===== src/rtl/fp_normalizer.sv =====
// Normalization stage for the 1-4-8 floating-point adder result.
// Accepts a raw sum and shifts it one bit position per clock until it is
// normalized. Then it presents sign/exponent/fraction with overflow and
// underflow flags over a valid/ready handshake.
module fp_normalizer (
  input  logic       clk,
  input  logic       reset,
  input  logic       in_valid,
  output logic       in_ready,
  input  logic       in_sign,
  input  logic [3:0] in_exp,
  input  logic [8:0] in_sum,
  output logic       out_valid,
  input  logic       out_ready,
  output logic       sign_out,
  output logic [3:0] exp_out,
  output logic [7:0] frac_out,
  output logic       ovf,
  output logic       udf
);

  typedef enum logic [1:0] {IDLE, NORM, DONE} state_t;

  state_t     state, state_nx;
  logic       s, s_nx;
  logic [3:0] e, e_nx;
  logic [8:0] m, m_nx;
  logic       of, of_nx;
  logic       uf, uf_nx;

  assign in_ready  = (state == IDLE) && !reset;
  assign out_valid = (state == DONE);

  // Next-state and working-register update, one normalization step per cycle
  always_comb begin
    state_nx = state;
    s_nx     = s;
    e_nx     = e;
    m_nx     = m;
    of_nx    = of;
    uf_nx    = uf;
    case (state)
      IDLE: begin
        if (in_valid) begin
          s_nx     = in_sign;
          e_nx     = in_exp;
          m_nx     = in_sum;
          of_nx    = 1'b0;
          uf_nx    = 1'b0;
          state_nx = NORM;
        end
      end
      NORM: begin
        state_nx = DONE;
        if (m == '0) begin
          s_nx = 1'b0;
          e_nx = '0;
        end else if (m[8] && (e == 4'd15)) begin
          e_nx  = 4'd15;
          m_nx  = 9'h0FF;
          of_nx = 1'b1;
        end else if (m[8]) begin
          m_nx = m >> 1;
          e_nx = e + 4'd1;
        end else if (m[7]) begin
          state_nx = DONE;
        end else if (e == '0) begin
          s_nx  = 1'b0;
          m_nx  = '0;
          uf_nx = 1'b1;
        end else begin
          m_nx     = m << 1;
          e_nx     = e - 4'd1;
          state_nx = NORM;
        end
      end
      DONE: begin
        if (out_ready) state_nx = IDLE;
      end
      default: state_nx = IDLE;
    endcase
  end

  // State and working registers; output registers load only when a result
  // is finalized so they keep the last delivered value while idle/shifting
  always_ff @(posedge clk) begin
    if (reset) begin
      state    <= IDLE;
      s        <= 1'b0;
      e        <= '0;
      m        <= '0;
      of       <= 1'b0;
      uf       <= 1'b0;
      sign_out <= 1'b0;
      exp_out  <= '0;
      frac_out <= '0;
      ovf      <= 1'b0;
      udf      <= 1'b0;
    end else begin
      state <= state_nx;
      s     <= s_nx;
      e     <= e_nx;
      m     <= m_nx;
      of    <= of_nx;
      uf    <= uf_nx;
      if ((state == NORM) && (state_nx == DONE)) begin
        sign_out <= s_nx;
        exp_out  <= e_nx;
        frac_out <= m_nx[7:0];
        ovf      <= of_nx;
        udf      <= uf_nx;
      end
    end
  end

endmodule


===== config.mk =====
export PLATFORM = sky130hd
export DESIGN_NAME = fp_normalizer
export DESIGN_NICKNAME = d
export VERILOG_FILES = /design/src/rtl/fp_normalizer.sv
export SDC_FILE = /design/constraint.sdc
export NUM_CORES = 1
export LEC_CHECK = 0
export CAP_MARGIN = 20
export CORE_UTILIZATION = 40
export DETAILED_ROUTE_END_ITERATION = 8
export DONT_BUFFER_PORTS = 1
export PLACE_DENSITY = 0.55
export SLEW_MARGIN = 10
export SYNTH_ARGS = -nofsm -noshare
export SYNTH_HDL_FRONTEND = slang
export SYNTH_SLANG_ARGS = --single-unit

===== constraint.sdc =====
create_clock -name clk -period 2.3 [get_ports clk]
set_clock_uncertainty 0.1 [all_clocks]
set_input_delay 0.46 -clock clk [delete_from_list [all_inputs] [get_ports clk]]
set_output_delay 0.46 -clock clk [all_outputs]
set_load 0.02 [all_outputs]

==> results of run 1 <==
-- how the worst min path moves through the flow --
stage / from / cells after the start / end
global route: reset / 1 / m[3]$_SDFF_PP0_
detailed placement: uf$_SDFF_PP0_ / 2 / uf$_SDFF_PP0_
CTS: reset / 1 / exp_out[0]$_SDFFE_PP0P_
finish: reset / 1 / s$_SDFF_PP0_
floorplan: uf$_SDFF_PP0_ / 2 / uf$_SDFF_PP0_
global placement: uf$_SDFF_PP0_ / 2 / uf$_SDFF_PP0_
-- cell families (layout without fill, tap and decap cells) --
group	Yosys count	after routing	synth area share
AND/OR/NAND/NOR	71	71	0.231
AO/OA/AOI/OAI	80	80	0.318
adder cells (fa/ha/maj)	2	2	0.0136
flip-flops	33	33	0.358
buffers and inverters	26	34	0.0576
XOR/XNOR	1	1	0.00475
multiplexers	3	3	0.0169
-- stage by stage --
stage	instances	hold slack, ps	utilization
floorplan	216	355	-
global placement	268	374	0.447
detailed placement	268	382	0.447
CTS	276	127	0.466
global route	276	116	0.468
finish	276	134	0.468
-- worst register-to-register path: cells and delay by family, from the launching register on --
family	cells	cell delay, ps
adder cells (fa/ha/maj)	1	290
flip-flops	1	370
AO/OA/AOI/OAI	3	740
AND/OR/NAND/NOR	1	460
buffers and inverters	1	160
-- flip-flops by register name (all words and copies together), names as in the netlist --
name      count
m             9
frac_out      8
e             4
exp_out       4
state         2
of            1
ovf           1
s             1
sign_out      1
udf           1
uf            1
-- layout make-up --
class                           instances  area [sq um]
Multi-Input combinational cell        157          1080
Sequential cell                        33           661
Timing Repair Buffer                   15           113
Fill cell                             423          2330
Tap cell                               52          65.1
Clock buffer                            5          68.8
Clock inverter                          3          17.5
Inverter                               11          41.3
-- power breakdown --
group	total (mW)	switching (mW)	internal [mW]
combinational	0.500	0.277	0.222
sequential	0.750	0.125	0.625
clock	0.435	0.226	0.209
-- cell usage in the layout (no fill, tap or decap), types with 2 or more instances in the layout --
cell type / instances
nor2_1: 18
or2_2: 2
a31oi_1: 6
buf_4: 15
inv_1: 11
a221oi_1: 8
dfxtp_1: 33
clkinv_2: 2
nor3b_1: 2
nor4_4: 2
nor2b_1: 4
nand3_1: 5
nor3_1: 3
or4bb_1: 2
o21ai_0: 4
a32oi_1: 2
ha_1: 2
a22oi_1: 4
mux2i_1: 2
and3_1: 2
a21oi_1: 21
o211ai_1: 4
a211o_1: 2
nand3b_1: 2
o2bb2ai_1: 3
nand4_1: 2
nand2_1: 13
clkbuf_8: 5
a211oi_1: 8
o22ai_1: 5
nand2b_1: 4
-- per-layer routing --
metal,routed length [microns],vias up
li1,-,841
met1,2370,864
met2,2740,68
met3,348,9
met4,78,0
met5,0,-
-- repair_timing --
item / 4_1_cts / 5_1_grt
setup endpoints to repair: 0 / 2
resized for setup: 0 / 1
hold buffers: 0 / 0
==> flow_summary.json, run 1 <==
{
  "status": "complete, no violations",
  "cts.htree.levels": 2,
  "drt_pass1_iterations": 6,
  "routed-via-count": 1782,
  "cp-start-kind": "flop",
  "drc": 0,
  "final_nets": 243,
  "post_drt_wl_per_cell_microns": 20.1,
  "die_h_microns": 69.9,
  "crit_slowest_cell": "or3b_4",
  "cts_sinks": 33,
  "grt_pass1_vias": 1707,
  "setup_violations": 0,
  "hold_violations": 0,
  "min_path_type": "in -> reg",
  "cp_cell_sequence": "inv_1 > ha_1 > or3b_4 > a2111oi_4 > a22oi_2 > a311oi_2",
  "crit_path_end_kind": "flop",
  "final_area_sq_um": 2050,
  "grt-ovfl-total": 0,
  "area_growth_syn_to_layout_pct": 11.1,
  "crit_fanout": 7,
  "yosysTopAreaCell": "dfxtp_1",
  "dpl_cell_area_sq_um": 1960,
  "finalMaxSlewViolations": 0,
  "crit_family": "compound AO/OA/AOI/OAI gates",
  "crit_end": "exp_out[0]$_SDFFE_PP0P_",
  "worstSetupPathType": "reg -> reg",
  "cts_root_buf": "clkbuf_8",
  "postSynthAreaPerCell_sq_um": 8.54,
  "port_buffers": 0,
  "synth_edf_count": 0,
  "antenna_found_initial": 0,
  "dpl_worst_slack_ps": 163,
  "cts_tree": "done",
  "synth_top_area_frac": 0.358,
  "synth.most_common_cell": "dfxtp_1",
  "grt_use_met2": 0.389,
  "drv_cap": 0,
  "syn_nets": 236,
  "rows": 24,
  "grt-busiest-layer": "met2",
  "ant_nets": 0,
  "fmax_mhz": 455,
  "required_ps": 2400,
  "cp_num_cells": 6,
  "grt_max_degree": 30,
  "clk_latency_ps": 290,
  "ir_worst_vdd_v": 0.000440,
  "syn_area_sq_um": 1850,
  "cts_made_buffers": 5,
  "yosys-top-cells-count": "dfxtp_1, a21oi_1, nor2_1",
  "synth-main-ff-cell": "dfxtp_1",
  "max_stage_delay_ps": 460,
  "worstReg2RegStart": "e[0]$_SDFF_PP0_",
  "ys_ff_latch": 33,
  "die-area_sq_um": 4890,
  "post_cts_buffers": 0,
  "maxSlewHeadroom": 0.582,
  "wl_mm": 5.54,
  "dpl.hpwl_mm": 4.09,
  "r2r-end": "exp_out[0]$_SDFFE_PP0P_",
  "clockBufferDepth": 2,
  "use_met1": 0.299,
  "layout_setup_ws_ps": 104,
  "synth_cell_types": 55,
  "grt_pass1_wl_mm": 8.94,
  "worst_pin_slew_ps": 626,
  "rsz0062_at_grt": "false",
  "postSynthCellCount": 216,
  "clk_pin_slew_ps": 70,
  "p_total_mw": 1.68,
  "gp_congestion": 0.880,
  "core_area_sq_um": 4380,
  "leakagePower_nw": 0.708,
  "track_usage": 0.234,
  "async_flop_share": 0,
  "vias_per_cell": 6.46,
  "start_util": 0.421,
  "r2r_cells": 6,
  "rrSetupSlack_ps": 100,
  "n_antenna_cell": 0,
  "crit_path_start": "e[0]$_SDFF_PP0_",
  "arrival_ps": 2300,
  "critPathBufInv": 1,
  "finalCriticalPeriod_ps": 2200,
  "p_per_area_nw_per_um2": 821,
  "drt_iter0_markers": 182,
  "ioPinCount": 35,
  "min_period_over_period": 0.955,
  "chipWidth_microns": 69.9,
  "fin_tns_setup_ps": 0,
  "synthTopCellsByArea": "dfxtp_1, a21oi_1, a221oi_1",
  "final_layout_size_suffix_gt1_frac": 0.165,
  "met3_usage": 0.0534,
  "yosysSeqAreaShare": 0.358,
  "yosysWarnings": 0
}
No activity file was read; power rests on OpenSTA's default activity.
==> run 2, diff against run 1 <==
- CORE_UTILIZATION: 40 -> 62
- CTS_CLUSTER_DIAMETER: not set -> 120
- PLACE_DENSITY: 0.55 -> 0.79
==> flow_summary.json, run 2 (synthesis results as in run 1) <==
{
  "regMostFlops": "m",
  "fmax_mhz": 457,
  "clk_latency_ps": 340,
  "drt_pass1_iterations": 5,
  "die-area_sq_um": 3200,
  "setup_violations": 0,
  "core_area_sq_um": 2780,
  "rsz0062_at_grt": "false",
  "max_stage_delay_ps": 410,
  "mostFrequentLayoutCells": "dfxtp_1, a21oi_1, nor2_1, nand2_1, buf_4",
  "worstReg2RegStart": "e[0]$_SDFF_PP0_",
  "worstSetupPathType": "reg -> reg",
  "min_to": "s$_SDFF_PP0_",
  "start_util": 0.664,
  "drc": 0,
  "worst_pin_slew_ps": 621,
  "port_buffers": 0,
  "hold_violations": 0,
  "min_period_over_period": 0.950,
  "finalCriticalPeriod_ps": 2190,
  "clockBufferDepth": 2,
  "die_h_microns": 56.6,
  "grt_pass1_wl_mm": 7.92,
  "final_core_util": 0.720,
  "ant_nets": 0,
  "drt_iter0_markers": 86,
  "fin_tns_setup_ps": 0,
  "ir_worst_vdd_v": 0.000778,
  "crit_family": "simple AND/OR/NAND/NOR gates",
  "arrival_ps": 2290,
  "min-delay-start": "reset",
  "cts_hold_buffers": 0,
  "rows": 19,
  "drv_cap": 0,
  "wl_mm": 4.92,
  "cts_sinks": 33,
  "vias_per_cell": 7.11,
  "grt_pass1_vias": 1622,
  "rrSetupSlack_ps": 110,
  "ioPinCount": 35,
  "grt_max_degree": 30,
  "largest_register_ffs": 9,
  "finalMaxSlewViolations": 0,
  "crit_path_end_kind": "flop",
  "crit_slowest_cell": "nor3b_2",
  "clk_pin_slew_ps": 110,
  "grt-ovfl-total": 0,
  "gp_congestion": 0.935,
  "chipWidth_microns": 56.6,
  "leakagePower_nw": 0.694,
  "r2r_cells": 7,
  "r2r-end": "frac_out[1]$_SDFFE_PP0P_",
  "critPathBufInv": 2,
  "required_ps": 2410,
  "cp-start-kind": "flop",
  "cts.htree.levels": 2,
  "routed-via-count": 1792,
  "cts_tree": "done",
  "cts_root_buf": "clkbuf_4",
  "min_path_cells": 1,
  "cts_made_buffers": 5,
  "final_common_cell": "dfxtp_1",
  "dpl.hpwl_mm": 3.59,
  "status": "complete, no violations",
  "top_regs": "m x9, frac_out x8",
  "crit_fanout": 9,
  "antenna_found_initial": 0,
  "dpl_cell_area_sq_um": 1910,
  "cp_cell_sequence": "inv_1 > ha_1 > nor3b_2 > a211oi_2 > nor2_1 > buf_4 > a211oi_1",
  "area_growth_syn_to_layout_pct": 8.47,
  "n_antenna_cell": 0,
  "final_nets": 240,
  "final_area_sq_um": 2000,
  "p_per_area_nw_per_um2": 842,
  "post_drt_wl_per_cell_microns": 19.5,
  "track_usage": 0.321,
  "min_path_type": "in -> reg",
  "maxSlewHeadroom": 0.583,
  "final_layout_size_suffix_gt1_frac": 0.163
}
## run 2: cell count changes in the layout (fill, tap and decap cells not counted), moves of 2 or more
cell      previous run  this run
buf_4               15        12
clkbuf_4             0         5
clkbuf_8             5         1
clkinv_2             2         0
## run 2: stage by stage
| stage | power, mW | hold slack (ps) | worst slack (ps) | instances |
|---|---|---|---|---|
| after floorplan | 1.09 | 355 | 330 | 216 |
| after global placement | 1.20 | 379 | 240 | 244 |
| after detailed placement | 1.22 | 383 | 125 | 244 |
| after CTS | 1.67 | 70.7 | 97.5 | 252 |
| after global routing | 1.76 | 63.6 | 2.78 | 252 |
| final | 1.69 | 68.0 | 114 | 252 |
## run 2: metal layers
layer	GRT usage	up-vias	wire length (microns)
li1	-	829	-
met3	0.0760	22	363
met1	0.435	852	2100
met5	0	-	0
met2	0.486	89	2260
met4	0.139	0	199
## run 2: worst register-to-register path, delay by kind of cell (launching register included)
kind | cells | cell delay, ps
AOI/OAI and AO/OA | 2 | 200
adders and majority gates | 1 | 270
buffers and inverters | 2 | 390
DFF | 1 | 380
and+or+nand+nor | 2 | 720
## run 2: area by class of cell
type / count / area (sq um)
multi-input cells: 157 / 1080
fillers: 224 / 779
flip-flops and latches: 33 / 662
repair buffers: 12 / 90.1
clock buffers: 7 / 55.1
inverters: 11 / 41.3
well taps: 31 / 38.8
clock inverters: 1 / 30.0
## run 2: repair_timing
| action | 4_1_cts | 5_1_grt |
|---|---|---|
| endpoints found under the setup margin | 0 | 10 |
| buffers inserted | 0 | 0 |
| gates resized for setup | 0 | 3 |
## run 2: how the worst max path moves through the flow
stage,start,endpoint,slack [ps],cells past startpoint
finish,e[0]$_SDFF_PP0_,frac_out[1]$_SDFFE_PP0P_,110,7
global route,e[1]$_SDFF_PP0_,exp_out[3]$_SDFFE_PP0P_,3,5
CTS,e[0]$_SDFF_PP0_,exp_out[2]$_SDFFE_PP0P_,100,6
detailed placement,e[0]$_SDFF_PP0_,exp_out[2]$_SDFFE_PP0P_,120,6
global placement,e[0]$_SDFF_PP0_,exp_out[0]$_SDFFE_PP0P_,240,6
floorplan,e[0]$_SDFF_PP0_,exp_out[0]$_SDFFE_PP0P_,330,6
## run 2: power by group
group / total [mW] / switching, mW / internal (mW)
clock network: 0.462 / 0.202 / 0.259
logic: 0.485 / 0.276 / 0.208
registers: 0.739 / 0.114 / 0.625
==> run 3, diff against run 2 <==
- CORE_ASPECT_RATIO: not set -> 1.1
- PLACE_DENSITY: 0.79 -> 0.84
- RECOVER_POWER: not set -> 50
==> flow_summary.json, run 3 (synthesis results as in run 1) <==
{
  "regMostFlops": "m",
  "worst_pin_slew_ps": 656,
  "drt_iter0_markers": 93,
  "required_ps": 2470,
  "p_switching_uw": 618,
  "post_cts_buffers": 0,
  "cts_made_buffers": 5,
  "gp_congestion": 0.937,
  "cts_sinks": 33,
  "maxSlewHeadroom": 0.562,
  "cts_root_buf": "clkbuf_4",
  "combPwrFrac": 0.276,
  "status": "complete, no violations",
  "min-delay-start": "reset",
  "port_buffers": 0,
  "n_antenna_cell": 0,
  "r2r_cells": 5,
  "cp_cell_sequence": "inv_1 > a31oi_1 > clkbuf_1 > o21ai_1 > a221oi_1",
  "track_usage": 0.360,
  "finalNonFillerCells": 252,
  "regArea_sq_um": 662,
  "area_growth_syn_to_layout_pct": 7.19,
  "chipWidth_microns": 54.0,
  "core_area_sq_um": 2800,
  "p_seq_frac": 0.449,
  "clockBufferDepth": 2,
  "top_regs": "m x9, frac_out x8",
  "ant_nets": 0,
  "ir_worst_vdd_v": 0.000712,
  "crit_fanout": 17,
  "final_common_cell": "dfxtp_1",
  "fill_cells": 214,
  "rrSetupSlack_ps": 140,
  "routed-via-count": 1762,
  "drt_pass1_iterations": 5,
  "rsz0062_at_grt": "false",
  "p_sw_frac": 0.370,
  "hold_violations": 0,
  "min_period_over_period": 0.938,
  "grt-ovfl-total": 0,
  "leakagePower_nw": 0.671,
  "die_h_microns": 59.2,
  "wl_mm": 5.15,
  "worstReg2RegStart": "m[8]$_SDFFE_PP0P_",
  "largest_register_ffs": 9,
  "min_path_type": "in -> reg",
  "fin_tns_setup_ps": 0,
  "arrival_ps": 2320,
  "clockPowerShare": 0.275,
  "antenna_found_initial": 0,
  "fmax_mhz": 464,
  "final_nets": 238,
  "max_stage_delay_ps": 760,
  "setup_violations": 0,
  "cts_tree": "done",
  "r2r-end": "m[5]$_SDFF_PP0_",
  "dp.cells": 244,
  "grt_max_degree": 30,
  "dpl.hpwl_mm": 3.66,
  "rows": 20,
  "grt_pass1_vias": 1685,
  "grt_pass1_wl_mm": 8.11,
  "p_per_area_nw_per_um2": 844,
  "final_layout_size_suffix_gt1_frac": 0.146,
  "crit_path_end_kind": "flop",
  "finalCriticalPeriod_ps": 2160,
  "multiInputGateArea_sq_um": 1080,
  "die-area_sq_um": 3200,
  "clk_pin_slew_ps": 120,
  "mostFrequentLayoutCells": "dfxtp_1, a21oi_1, nor2_1, nand2_1, inv_1",
  "min_to": "s$_SDFF_PP0_",
  "worstSetupPathType": "reg -> reg",
  "ioPinCount": 35,
  "cp-start-kind": "flop",
  "vias_per_cell": 6.99,
  "start_util": 0.658,
  "clk_latency_ps": 360,
  "finalMaxSlewViolations": 0,
  "drv_cap": 0,
  "crit_slowest_cell": "dfxtp_1",
  "post_drt_wl_per_cell_microns": 20.4,
  "min_path_cells": 1,
  "drc": 0,
  "cts.htree.levels": 2,
  "intPower_mw": 1.05
}
[run 3: cell types whose count changed in the layout (fill, tap and decap cells not counted)]
cell        before  now
clkbuf_1         1    2
buf_4           12    8
clkinvlp_4       0    1
clkbuf_8         1    0
nand2b_2         1    0
clkinv_4         0    1
nand2b_1         4    5
[run 3: how the worst max path moves through the flow]
| stage | from | end | slack [ps] |
|---|---|---|---|
| final | m[8]$_SDFFE_PP0P_ | m[5]$_SDFF_PP0_ | 140 |
| after global routing | e[0]$_SDFF_PP0_ | exp_out[0]$_SDFFE_PP0P_ | 40 |
| after CTS | e[0]$_SDFF_PP0_ | frac_out[4]$_SDFFE_PP0P_ | 50 |
| after detailed placement | e[0]$_SDFF_PP0_ | frac_out[2]$_SDFFE_PP0P_ | 150 |
| after global placement | e[0]$_SDFF_PP0_ | exp_out[0]$_SDFFE_PP0P_ | 230 |
| after floorplan | e[0]$_SDFF_PP0_ | exp_out[0]$_SDFFE_PP0P_ | 330 |
[run 3: what timing repair did]
| action | CTS | global route |
|---|---|---|
| endpoints found under the setup margin | 0 | 8 |
| gates resized for setup | 0 | 3 |
| hold buffers | 0 | 0 |
[run 3: critical path, delay by kind of cell (launching register included)]
kind | cells | cell delay [ps]
AOI/OAI and AO/OA | 3 | 710
DFF | 1 | 760
buffers and inverters | 2 | 490
[run 3: power by group through the flow]
stage | combinational [mW] | clock [mW] | sequential (mW)
floorplan | 0.381 | 0 | 0.713
global placement | 0.440 | 0 | 0.756
detailed placement | 0.454 | 0 | 0.759
CTS | 0.457 | 0.454 | 0.746
global route | 0.500 | 0.480 | 0.759
finish | 0.461 | 0.459 | 0.751
[run 3: stage by stage]
stage | setup slack, ps | cell area, sq um | hold slack (ps) | power, mW | utilization
global placement | 231 | 1900 | 372 | 1.20 | 0.677
CTS | 52.3 | 1980 | 54.3 | 1.66 | 0.707
detailed placement | 151 | 1900 | 399 | 1.21 | 0.677
finish | 143 | 1980 | 47.8 | 1.67 | 0.706
global route | 42.7 | 1980 | 39.4 | 1.74 | 0.706
floorplan | 330 | 1850 | 355 | 1.09 | -
[run 3: layout make-up]
type | count | share of cell area
clock buffer | 5 | 0.0190
clock inverter | 3 | 0.0234
tap | 33 | 0.0209
sequential | 33 | 0.335
timing repair buffer | 10 | 0.0342
inverter | 11 | 0.0209
multi-input combinational | 157 | 0.547
[run 3: routing by layer]
layer | up-vias | part of all wire | wire length [microns] | track usage
met2 | 93 | 0.49 | 2530 | 0.596
li1 | 826 | - | - | -
met3 | 14 | 0.086 | 440 | 0.100
met5 | - | 0 | 0 | 0
met4 | 0 | 0.026 | 136 | 0.150
met1 | 829 | 0.40 | 2040 | 0.430
